===== config.mk =====
export PLATFORM = sky130hd
export DESIGN_NAME = frame_field_sequencer
export DESIGN_NICKNAME = d
export VERILOG_FILES = /design/src/rtl/frame_field_sequencer.sv
export SDC_FILE = /design/constraint.sdc
export NUM_CORES = 1
export LEC_CHECK = 0
export CORE_MARGIN = 1
export CORE_UTILIZATION = 40
export CTS_CLUSTER_SIZE = 30
export DETAILED_ROUTE_END_ITERATION = 8
export SLEW_MARGIN = 25
export SYNTH_ARGS = -nofsm -noshare
export SYNTH_HDL_FRONTEND = slang
export SYNTH_SLANG_ARGS = --single-unit

===== constraint.sdc =====
create_clock -name SP -period 3.7 [get_ports SP]
set_input_delay 0.555 -clock SP [delete_from_list [all_inputs] [get_ports SP]]
set_output_delay 0.555 -clock SP [all_outputs]
set_load 0.005 [all_outputs]

===== src/rtl/frame_field_sequencer.sv =====
// CAN 2.0A frame field sequencer: tracks which field the next sampled bit belongs to,
// captures RTR/DLC, and recovers to bus idle after errors or an interframe overload.
module frame_field_sequencer (
    input  logic       SP,
    input  logic       reset,
    input  logic       RX,
    input  logic       Stuff_Skip,
    input  logic       Frame_Error,
    output logic       ARB_Flag,
    output logic       CTRL_Flag,
    output logic       DATA_Flag,
    output logic       CRC_Flag,
    output logic       CRC_Del_Flag,
    output logic       ACK_Flag,
    output logic       ACK_Del_Flag,
    output logic       EOF_Flag,
    output logic       IFS_Flag,
    output logic       Frame_Done,
    output logic       Bus_Idle,
    output logic [3:0] DLC,
    output logic       RTR
);

    typedef enum logic [3:0] {
        S_IDLE, S_ARB, S_CTRL, S_DATA, S_CRC, S_CRC_DEL,
        S_ACK, S_ACK_DEL, S_EOF, S_IFS, S_WAIT_IDLE
    } state_t;

    state_t     state, state_nxt;
    logic [6:0] cnt, cnt_nxt;
    logic [6:0] field_len;
    logic [3:0] dlc_nxt, dlc_shift;
    logic       rtr_nxt, done_nxt;
    logic       stuffable, counted, last_bit;
    logic [8:0] flag_n, flag_n_nxt;

    assign {IFS_Flag, EOF_Flag, ACK_Del_Flag, ACK_Flag, CRC_Del_Flag,
            CRC_Flag, DATA_Flag, CTRL_Flag, ARB_Flag} = flag_n;

    // DLC values above 8 still carry 8 data bytes.
    always_comb begin
        case (state)
            S_ARB:   field_len = 7'd12;
            S_CTRL:  field_len = 7'd6;
            S_DATA:  field_len = DLC[3] ? 7'd64 : {1'b0, DLC[2:0], 3'b000};
            S_CRC:   field_len = 7'd15;
            S_EOF:   field_len = 7'd7;
            S_IFS:   field_len = 7'd3;
            default: field_len = 7'd1;
        endcase
    end

    assign stuffable = (state == S_ARB) || (state == S_CTRL) ||
                       (state == S_DATA) || (state == S_CRC);
    assign counted   = !(stuffable && Stuff_Skip);
    assign last_bit  = (cnt == field_len - 7'd1);
    assign dlc_shift = {DLC[2:0], RX};

    // NOTE: every variable gets a default before the case so no path infers a latch.
    always_comb begin
        state_nxt = state;
        cnt_nxt   = cnt;
        dlc_nxt   = DLC;
        rtr_nxt   = RTR;
        done_nxt  = 1'b0;

        case (state)
            S_IDLE: begin
                if (!RX) state_nxt = S_ARB;
            end
            S_WAIT_IDLE: begin
                if (!RX)                 cnt_nxt   = 7'd0;
                else if (cnt == 7'd10)   state_nxt = S_IDLE;
                else                     cnt_nxt   = cnt + 7'd1;
            end
            S_IFS: begin
                // A dominant third IFS bit is the next frame's SOF.
                if (cnt == 7'd2)  state_nxt = RX ? S_IDLE : S_ARB;
                else if (!RX)     state_nxt = S_WAIT_IDLE;
                else              cnt_nxt   = cnt + 7'd1;
            end
            default: begin
                if (counted) begin
                    if (state == S_ARB && cnt == 7'd11) rtr_nxt = RX;
                    if (state == S_CTRL && cnt >= 7'd2) dlc_nxt = dlc_shift;
                    if (last_bit) begin
                        case (state)
                            S_ARB:     state_nxt = S_CTRL;
                            S_CTRL:    state_nxt = (!RTR && dlc_shift != 4'd0) ? S_DATA : S_CRC;
                            S_DATA:    state_nxt = S_CRC;
                            S_CRC:     state_nxt = S_CRC_DEL;
                            S_CRC_DEL: state_nxt = S_ACK;
                            S_ACK:     state_nxt = S_ACK_DEL;
                            S_ACK_DEL: state_nxt = S_EOF;
                            default: begin
                                state_nxt = S_IFS;
                                done_nxt  = 1'b1;
                            end
                        endcase
                    end else begin
                        cnt_nxt = cnt + 7'd1;
                    end
                end
            end
        endcase

        // A reported error overrides stuffing and every field transition.
        if (!Frame_Error && state != S_IDLE && state != S_WAIT_IDLE) begin
            state_nxt = S_WAIT_IDLE;
            dlc_nxt   = DLC;
            rtr_nxt   = RTR;
            done_nxt  = 1'b0;
        end

        if (state_nxt != state) cnt_nxt = 7'd0;
    end

    always_comb begin
        flag_n_nxt = 9'h1FF;
        case (state_nxt)
            S_ARB:     flag_n_nxt[0] = 1'b0;
            S_CTRL:    flag_n_nxt[1] = 1'b0;
            S_DATA:    flag_n_nxt[2] = 1'b0;
            S_CRC:     flag_n_nxt[3] = 1'b0;
            S_CRC_DEL: flag_n_nxt[4] = 1'b0;
            S_ACK:     flag_n_nxt[5] = 1'b0;
            S_ACK_DEL: flag_n_nxt[6] = 1'b0;
            S_EOF:     flag_n_nxt[7] = 1'b0;
            S_IFS:     flag_n_nxt[8] = 1'b0;
            default:   flag_n_nxt    = 9'h1FF;
        endcase
    end

    // NOTE: sequential state is written only with non-blocking assignments.
    always_ff @(posedge SP) begin
        if (!reset) begin
            state      <= S_IDLE;
            cnt        <= 7'd0;
            DLC        <= 4'd0;
            RTR        <= 1'b0;
            Frame_Done <= 1'b0;
            Bus_Idle   <= 1'b1;
            flag_n     <= 9'h1FF;
        end else begin
            state      <= state_nxt;
            cnt        <= cnt_nxt;
            DLC        <= dlc_nxt;
            RTR        <= rtr_nxt;
            Frame_Done <= done_nxt;
            Bus_Idle   <= (state_nxt == S_IDLE);
            flag_n     <= flag_n_nxt;
        end
    end

endmodule


* Word level (Yosys, flattened, before mapping)
Cells that the tools add are included.
Cells by class: muxes and demuxes 31, equality and inequality tests 30, bitwise logic cells 6, reduce and logical (&&, ||, !) cells 22, $add $sub $neg 2, $lt $le $gt $ge 1
Operator list (count):
- $mux W7 | 7
- $pmux W7 S6 | 1
- $eq A4 B3 Y1 const B | 8
- $mux W4 | 8
- $pmux W4 S7 | 1
- $pmux W7 S3 | 1
- $eq A4 B4 Y1 const B | 5
- $eq A4 B2 Y1 const B | 4
- $eq A7 B4 Y1 const B | 2
- $reduce_or A7 Y1 | 2
- $pmux W4 S3 | 1
- $mux W1 | 11
- $eq A4 B1 Y1 const B | 2
- $logic_not A4 Y1 | 2
- $reduce_and A4 Y1 | 2
- $reduce_bool A4 Y1 | 2
- $add A7 B1 Y7 const B | 1
- $eq A7 B2 Y1 const B | 1
- $eq A7 B7 Y1 | 1
- $ge A7 B2 Y1 const B | 1
- $sub A7 B1 Y7 const B | 1
- $logic_and A1 B1 Y1 | 6
- $ne A3 B1 Y1 const B | 2
- $not A1 Y1 | 6
- 10 further kinds | 14
Word-level totals: output and inout port bits 16, input port bits 5, bits in registers 27, word-level logic and storage cells 99

* Longest topological paths before layout
depth in word-level cells 10, depth in mapped cells 12, mapped depth without buffers 11

* Worst setup path after synthesis
OpenSTA, ideal clock, no wires.
kind register -> register, start reg state[3], end reg flag_n[7], clock period less this slack 3.073 ns, setup time 0.127 ns, stages on the path, launching flop included 13, arrival time 2.946 ns, buffers on the path 2, slack 0.627 ns, required time 3.573 ns, path through dfxtp_1 > buf_6 > clkbuf_1 > nand2b_1 > o21a_1 > ha_1 > xor2_1 > o211ai_1 > nor4_2 > and4_4 > a221oi_1 > or3b_4 > or3_1
On the way: word-level cells in the longest chain between the ends 10, elaborated cells between the ends (all ways) 34, classes of those cells 1 x add/sub; 13 x eq/ne; 12 x mux; 8 x reduce/logical
RTL lines:
- start, declared | line 29 | state_t state, state_nxt;
- start signal, assigned | line 145 | state <= state_nxt;
- $eq A4 B4 Y1 (tied with other cells) | line 42, 67
- $pmux W7 S6 / $logic_or A1 B1 Y1 (equally long branches) | line 42, 53
- $sub A7 B1 Y7 / $logic_or A1 B1 Y1 (equally long branches) | line 56, 53
- $eq A7 B7 Y1 / $logic_or A1 B1 Y1 (equally long branches) | line 56, 54
- $mux W4 / $logic_and A1 B1 Y1 (equally long branches) | line 86, 55
- $mux W4 | line 83 | if (counted) begin
- $pmux W4 S3 | line 67 | case (state)
- $mux W4 (*) | line 108 | if (!Frame_Error && state != S_IDLE && state != S_WAIT_IDLE) begin
- $eq A4 B4 Y1 (*) | line 120 | case (state_nxt)
- $mux W1 (*) | line 120
- end signal, assigned | line 151 | flag_n <= flag_n_nxt;
- end, declared | line 35 | logic [8:0] flag_n, flag_n_nxt;
Every way passes the cells marked *; elsewhere a longest branch is shown, timed or not. A chain may end at the register's enable or synchronous reset.

* Final worst setup path
start reg state[0], end reg flag_n[8]
The elaborated chain is that of the path after synthesis.

==> metrics.md <==
| Metric | Value |
|---|---|
| Outcome | `completed` |
| Final estimated routing congestion in global placement | `0.915` |
| Final hold violations | `0` |
| Number of vias in the routed layout | `1974` |
| Count of standard-cell rows | `25` |
| CTS H-tree lvls | `1` |
| Unrepaired setup endpoints after global routing | `false` |
| Syn Inst Count | `252` |
| Reg2reg end | `flag_n[8]$_SDFF_PN1_` |
| Instance count after placement with tap cells included | `331` |
| Routed length per instance | `15.0 um` |
| Total track usage | `20.5%` |
| Count of pins over their slew limit | `0` |
| R2R Path Start | `state[0]$_SDFF_PN0_` |
| Maximum fanout along the worst path | `16` |
| Cell at the slowest stage of the critical path | `sky130_fd_sc_hd__dfxtp_1` |
| Root buffer cell | `sky130_fd_sc_hd__clkbuf_8` |
| Die boundary width | `between 70 and 80 um` |
| Number of warning messages in the yosys log | `0` |
| Fraction of final layout cells with drive strength greater than 1 | `around 9%` |
| Crit path buffers/inverters | `0` |
| Core area | `about 4800 um^2` |
| Final Non-Filler Cells | `335` |
| Most repeated cell in the gate-level netlist after synthesis | `sky130_fd_sc_hd__dfxtp_1` |
| Mapped cell area | `2010 um^2` |
| Placement-stage worst setup slack | `0.414 ns` |
| Final clock skew | `between 0.01 and 0.015 ns` |
| Transition time of the tightest slew-check pin | `~0.6 ns` |
| Number of buffers added on ports | `20` |
| Total Nets Final | `277` |
| Total CTS buffers | `3` |
| Achievable clock frequency | `301 MHz` |
| Resized Gates After CTS | `0` |
| Worst skew pair latency | `0.29 ns` |
| Number of cell instances on the worst register-to-register path | `11` |
| Critical path startpoint category | `flop` |
| Hold buffer count at CTS | `0` |
| Crit-path cells | `nor2_1 -> nand2_1 -> o21a_1 -> ha_1 -> xor2_1 -> o211ai_1 -> nor4_2 -> and4_4 -> a221oi_1 -> or3b_4 -> or3_1` |
| TritonCTS clock tree | `done` |
| Biggest area consumer among synthesized cells | `sky130_fd_sc_hd__dfxtp_1` |
| Mean number of vias per cell | `around 5.9` |
| Share of the yosys chip area belonging to registers | `26.9%` |
| Clock slew at the register clock pins of the worst setup and hold paths | `0.10 ns` |
| Part of the cycle the worst path needs | `between 80% and 90%` |
| Starting density of the core | `42.0%` |
| Post-Route Setup TNS | `0 ns` |
| Top cell type's share of synthesized area | `a little over a quarter` |
| Maximum vdd drop | `0.000368 V` |
| Full die area | `5310 um^2` |
| Total power draw | `around 1.7 mW` |
| Area added between synthesis and finish | `14.6%` |
| Hold Path Class | `flop to flop` |
| Worst stage delay on the critical path | `0.49 ns` |
| Number of antenna violations at the first check in global routing | `0` |
| Top area cells in the synthesized netlist | `sky130_fd_sc_hd__dfxtp_1 27%, sky130_fd_sc_hd__nand3_1 4.5%, sky130_fd_sc_hd__nor2_1 3.9%` |
| Number of enable flip-flop cells after synthesis | `0` |
| Setup crit start | `state[0]$_SDFF_PN0_` |
| Worst-case setup margin in the final layout | `0.374 ns` |
| Data required time of the critical path | `3.88 ns` |
| Share of async-settable or async-resettable flops after synthesis | `0%` |
| Count of routing violations after the opening detailed-route iteration | `approximately 130` |
| Number of violations of the max-capacitance limit | `0` |
| Global-route wire length before repair | `~8500 um` |
| Detail Placement HPWL | `3880 um` |
| Family of cells with the greatest summed delay on the critical path | `simple AND/OR/NAND/NOR gates` |
| Wire length after detailed routing | `5020 um` |
| Vias in the first global route | `1728` |
| Total congestion overflow after global routing | `0` |
| Crit end category | `flop` |
| WHS | `approximately 0.54 ns` |
| Register-to-register setup slack | `0.37 ns` |
| Number of clock sinks seen by CTS | `27` |
| Drt first pass iters | `5` |
| Number of distinct library cells after synthesis | `68` |
| Crit path time final | `3.33 ns` |
| Worst setup path class | `flop to flop` |
| Pwr per Cell Area | `753 nW/um^2` |
| Max Root-Sink Buffers | `2` |
| Total leakage power | `approximately 0.81 nW` |
| Mean post-synth cell area | `7.97 um^2` |
| Ant. Diodes | `0` |
| Ports | `21` |
| Instance count on the critical path | `11` |
| Maximum number of pins on one net before global-route repair | `19` |
| Most frequently used flop master after synthesis | `sky130_fd_sc_hd__dfxtp_1` |
| Final setup viols | `0` |
| Net count of the mapped netlist | `260` |
| Setup fix buffers added after clock tree synthesis | `0` |
| Worst relative slew slack | `58.7%` |
| Worst EP arrival | `~3.5 ns` |
| Post-detailed-route DRC marker count | `0` |
| Top cells by count, synth | `27 x sky130_fd_sc_hd__dfxtp_1, 21 x sky130_fd_sc_hd__nor2_1, 18 x sky130_fd_sc_hd__nand3_1` |
| Detail Route Antenna Nets | `0` |
| Total of flip-flops plus latches after synthesis | `27` |
| Die height | `72.9 um` |
| End of the critical path | `flag_n[8]$_SDFF_PN1_` |
power breakdown:
part,leakage [nW],switching [mW],internal (mW),total [mW]
clock,0.0217,0.102,0.0768,0.178
sequential,0.219,0.0697,0.334,0.404
combinational,0.573,0.673,0.478,1.15
total,0.814,0.845,0.889,1.73
tightest hold or removal path, stage by stage (launching register included):
cell	delay (ns)
sky130_fd_sc_hd__dfxtp_1	0.36
sky130_fd_sc_hd__mux2i_1	0.07
sky130_fd_sc_hd__nor2_1	0.08
cells by family after synthesis:
logic type	synth area share, %
adder cells (fa/ha/maj)	1.87
AO/OA/AOI/OAI	23.8
multiplexers	3.49
flip-flops	26.9
buffers and inverters	5.85
AND/OR/NAND/NOR	34.1
XOR/XNOR	3.92
state kept, by name (all words and copies together) (netlist names):
register / cells
Frame_Done: 1
Bus_Idle: 1
flag_n: 9
DLC: 4
RTR: 1
cnt: 7
state: 4
layout make-up:
cell class	count	area, um^2
Multi-Input combinational cell	202	1350
Clock buffer	3	41.3
Fill cell	469	2480
Tap cell	67	83.8
Timing Repair Buffer	26	245
Inverter	9	33.8
Sequential cell	27	541
Clock inverter	1	7.51
through the flow:
stage               util, %  instance area (um^2)
floorplan                 -                  2010
detailed placement     47.1                  2250
finish                 48.1                  2300
global route           48.1                  2300
global placement       47.1                  2250
CTS                    48.1                  2300
worst min-delay path by stage:
stage | endpoint | slack (ns) | startpoint | depth (start not counted)
final | RTR$_SDFFE_PN0P_ | 0.54 | RTR$_SDFFE_PN0P_ | 2
after global routing | cnt[5]$_SDFFE_PP0P_ | 0.60 | cnt[5]$_SDFFE_PP0P_ | 2
after CTS | RTR$_SDFFE_PN0P_ | 0.55 | RTR$_SDFFE_PN0P_ | 2
after detailed placement | RTR$_SDFFE_PN0P_ | 0.52 | RTR$_SDFFE_PN0P_ | 2
after global placement | RTR$_SDFFE_PN0P_ | 0.52 | RTR$_SDFFE_PN0P_ | 2
after floorplan | cnt[5]$_SDFFE_PP0P_ | 0.50 | cnt[5]$_SDFFE_PP0P_ | 2
metal layers:
metal	track usage [%]	wire length (um)
met5	0	0
met4	4.58	66
met3	3.18	428
met2	29.8	2100
met1	31.4	2420
placed cells by master (no fill, tap or decap), types with 4 or more instances in the layout:
cell type,Yosys,final
sky130_fd_sc_hd__nand3b_1,4,4
sky130_fd_sc_hd__o21ai_0,10,10
sky130_fd_sc_hd__or3_1,5,5
sky130_fd_sc_hd__buf_4,3,6
sky130_fd_sc_hd__o21a_1,5,5
sky130_fd_sc_hd__xnor2_1,6,6
sky130_fd_sc_hd__inv_1,6,6
sky130_fd_sc_hd__mux2i_1,7,7
sky130_fd_sc_hd__dfxtp_1,27,27
sky130_fd_sc_hd__nor4_1,9,9
sky130_fd_sc_hd__nor2_1,21,21
sky130_fd_sc_hd__clkdlybuf4s50_1,0,20
sky130_fd_sc_hd__a21o_1,4,4
sky130_fd_sc_hd__a21oi_1,14,14
sky130_fd_sc_hd__and3_1,4,4
sky130_fd_sc_hd__nor3_1,6,6
sky130_fd_sc_hd__nand3_1,18,18
sky130_fd_sc_hd__nand2_1,15,15
sky130_fd_sc_hd__o211ai_1,5,5
(Power assumes the default switching activity.)
==> edit: new RTL, same settings <==
Register the output `CRC_Del_Flag`, cleared by the reset; this adds one clock of latency there. The other outputs are not delayed to match.
--- a/src/rtl/frame_field_sequencer.sv
+++ b/src/rtl/frame_field_sequencer.sv
@@ -26,6 +26,8 @@
         S_ACK, S_ACK_DEL, S_EOF, S_IFS, S_WAIT_IDLE
     } state_t;
 
+    logic CRC_Del_Flag_d;
+
     state_t     state, state_nxt;
     logic [6:0] cnt, cnt_nxt;
     logic [6:0] field_len;
@@ -34,7 +36,7 @@
     logic       stuffable, counted, last_bit;
     logic [8:0] flag_n, flag_n_nxt;
 
-    assign {IFS_Flag, EOF_Flag, ACK_Del_Flag, ACK_Flag, CRC_Del_Flag,
+    assign {IFS_Flag, EOF_Flag, ACK_Del_Flag, ACK_Flag, CRC_Del_Flag_d,
             CRC_Flag, DATA_Flag, CTRL_Flag, ARB_Flag} = flag_n;
 
     // DLC values above 8 still carry 8 data bytes.
@@ -152,5 +154,13 @@
         end
     end
 
+    always_ff @(posedge SP) begin
+        if (!reset) begin
+            CRC_Del_Flag <= '0;
+        end else begin
+            CRC_Del_Flag <= CRC_Del_Flag_d;
+        end
+    end
+
 endmodule
 
Function: changed (Yosys sat finds a counterexample within 4 cycles, from zero or initial values and one cycle with reset low).
==> edit against the original RTL <==
Non-clock buffer count increased by 2; combinational power increased by 5%; wire length decreased by 0.96%; sequential cell count increased by 1; synthesized area decreased by 2.8%; design area increased by 0.11%; setup slack improved by 0.11 ns; via count decreased by 2.4%; total power increased by 6.8%; sequential share of layout area increased by 0.84 points; worst hold slack got worse by 0.095 ns; die area decreased by 2.7%; critical path type unchanged.
==> edit: results (changes against the original RTL) <==
- Pin count of the biggest net entering global routing: 24 (+5)
- Worst Clk Skew: 0.00883 ns (-0.00142 ns)
- Hold Startpoint: flag_n[4]
- Register area share after synthesis: 28.7% (+1.8 points)
- Global-route wire length before repair: 8300 µm (-1.8%)
- Clk_lat worst skew: 0.28 ns
- Maximum fanout along the worst path: 12 (-4)
- Commonest cells in the netlist: dfxtp_1, nor2_1, a21oi_1
- CP Capture Point: flag_n[6]
- Cell family with most CP delay: simple AND/OR/NAND/NOR gates
- Crit path DAT: 3.38 ns (-0.13 ns)
- Net Count, Synth: 248 (-4.6%)
- Slowest stage delay, CP: 0.51 ns (+0.02 ns)
- Reg-to-reg slack, setup: 0.48 ns (+0.11 ns)
- CP Launch Point: state[1]
- GR Layer Usage met3: 2.67% (-0.50 points)
- Layout fillers: 480 (+2.3%)
- Routed vias: 1927 (-2.4%)
- Routability Congestion: 0.897 (-1.9%)
- GR Util All Layers: 20.3% (-0.16 points)
- Wire per inst: 15.2 µm (+1.5%)
- Vias in the first global route: 1709 (-1.1%)
- Nets@finish: 269 (-2.9%)
- Wl on met1: 2380 µm (-1.6%)
- Met2 Usage GRT: 31.7% (+1.9 points)
- Post-DP HPWL: 3700 µm (-4.8%)
- Wire length on met2: 2200 µm (+4.5%)
- Static Leak: 0.787 nW (-3.4%)
- Synth area leaders: dfxtp_1, a21oi_1, nor2_1
- Largest registers: flag_n: 9 flops, cnt: 7 flops
- GR Layer Usage met1: 28.7% (-2.7 points)
- DRT Pass-1 Iters: 4 (-1)
- Tightest Pin Transition: 0.790 ns (+0.173 ns)
- Met3 routed WL: 303 µm (-29%)
- Fraction of layout cells with a size suffix above 1: 10.0% (+1.0 points)
- Initial DRC count: 97 (-27%)
- Distinct cell type count after synthesis: 70 (+2.9%)
- Setup Buffers After CTS: 0 (unchanged)
- Status: completed
- Worst vdd ir: 0.000313 V (-15%)
edit: changes by cell type after synthesis, moves of 4 or more:
cell | unedited run | this run
o211ai_1 | 5 | 1
nor4_1 | 9 | 2
mux2i_1 | 7 | 3
a21oi_1 | 14 | 18
or4b_1 | 0 | 4
edit: power breakdown:
part           switching, mW  internal [mW]  total, mW
registers             0.0476          0.349      0.397
logic                  0.710          0.495       1.21
clock network          0.104          0.145      0.249
total                  0.862          0.989       1.85
edit: worst min-delay path by stage:
stage,slack [ns],cells after the start,endpoint
2_1_floorplan,0.41,1,CRC_Del_Flag
3_3_place_gp,0.42,1,CRC_Del_Flag
3_5_place_dp,0.43,1,CRC_Del_Flag
4_1_cts,0.45,1,CRC_Del_Flag
5_1_grt,0.46,1,CRC_Del_Flag
6_report,0.44,1,CRC_Del_Flag
edit: cell type report:
type | count | area share [%]
clock buffers | 3 | 1.79
multi-input cells | 190 | 56.0
well taps | 67 | 3.64
flip-flops and latches | 28 | 24.3
inverters | 10 | 1.63
repair buffers | 28 | 11.3
clock inverters | 1 | 1.30
edit: through the flow:
step	total power [mW]	setup slack, ns	instance area, µm²	std cells	hold WS (ns)
after global routing	2.00	0.243	2310	327	0.463
after global placement	1.59	0.587	2230	323	0.421
after CTS	1.85	0.494	2310	327	0.448
after detailed placement	1.59	0.524	2230	323	0.425
final	1.85	0.484	2310	327	0.442
after floorplan	1.34	0.601	1950	240	0.412
edit: kinds of logic (layout without fill, tap and decap cells):
logic type	after synthesis	after routing	share of synthesized area [%]
and+or+nand+nor	106	106	33.1
AOI/OAI and AO/OA	71	71	26.5
DFF	28	28	28.7
buffers and inverters	22	42	5.12
xor gates and xnor gates	7	7	3.14
adders and majority gates	3	3	1.92
muxes	3	3	1.54
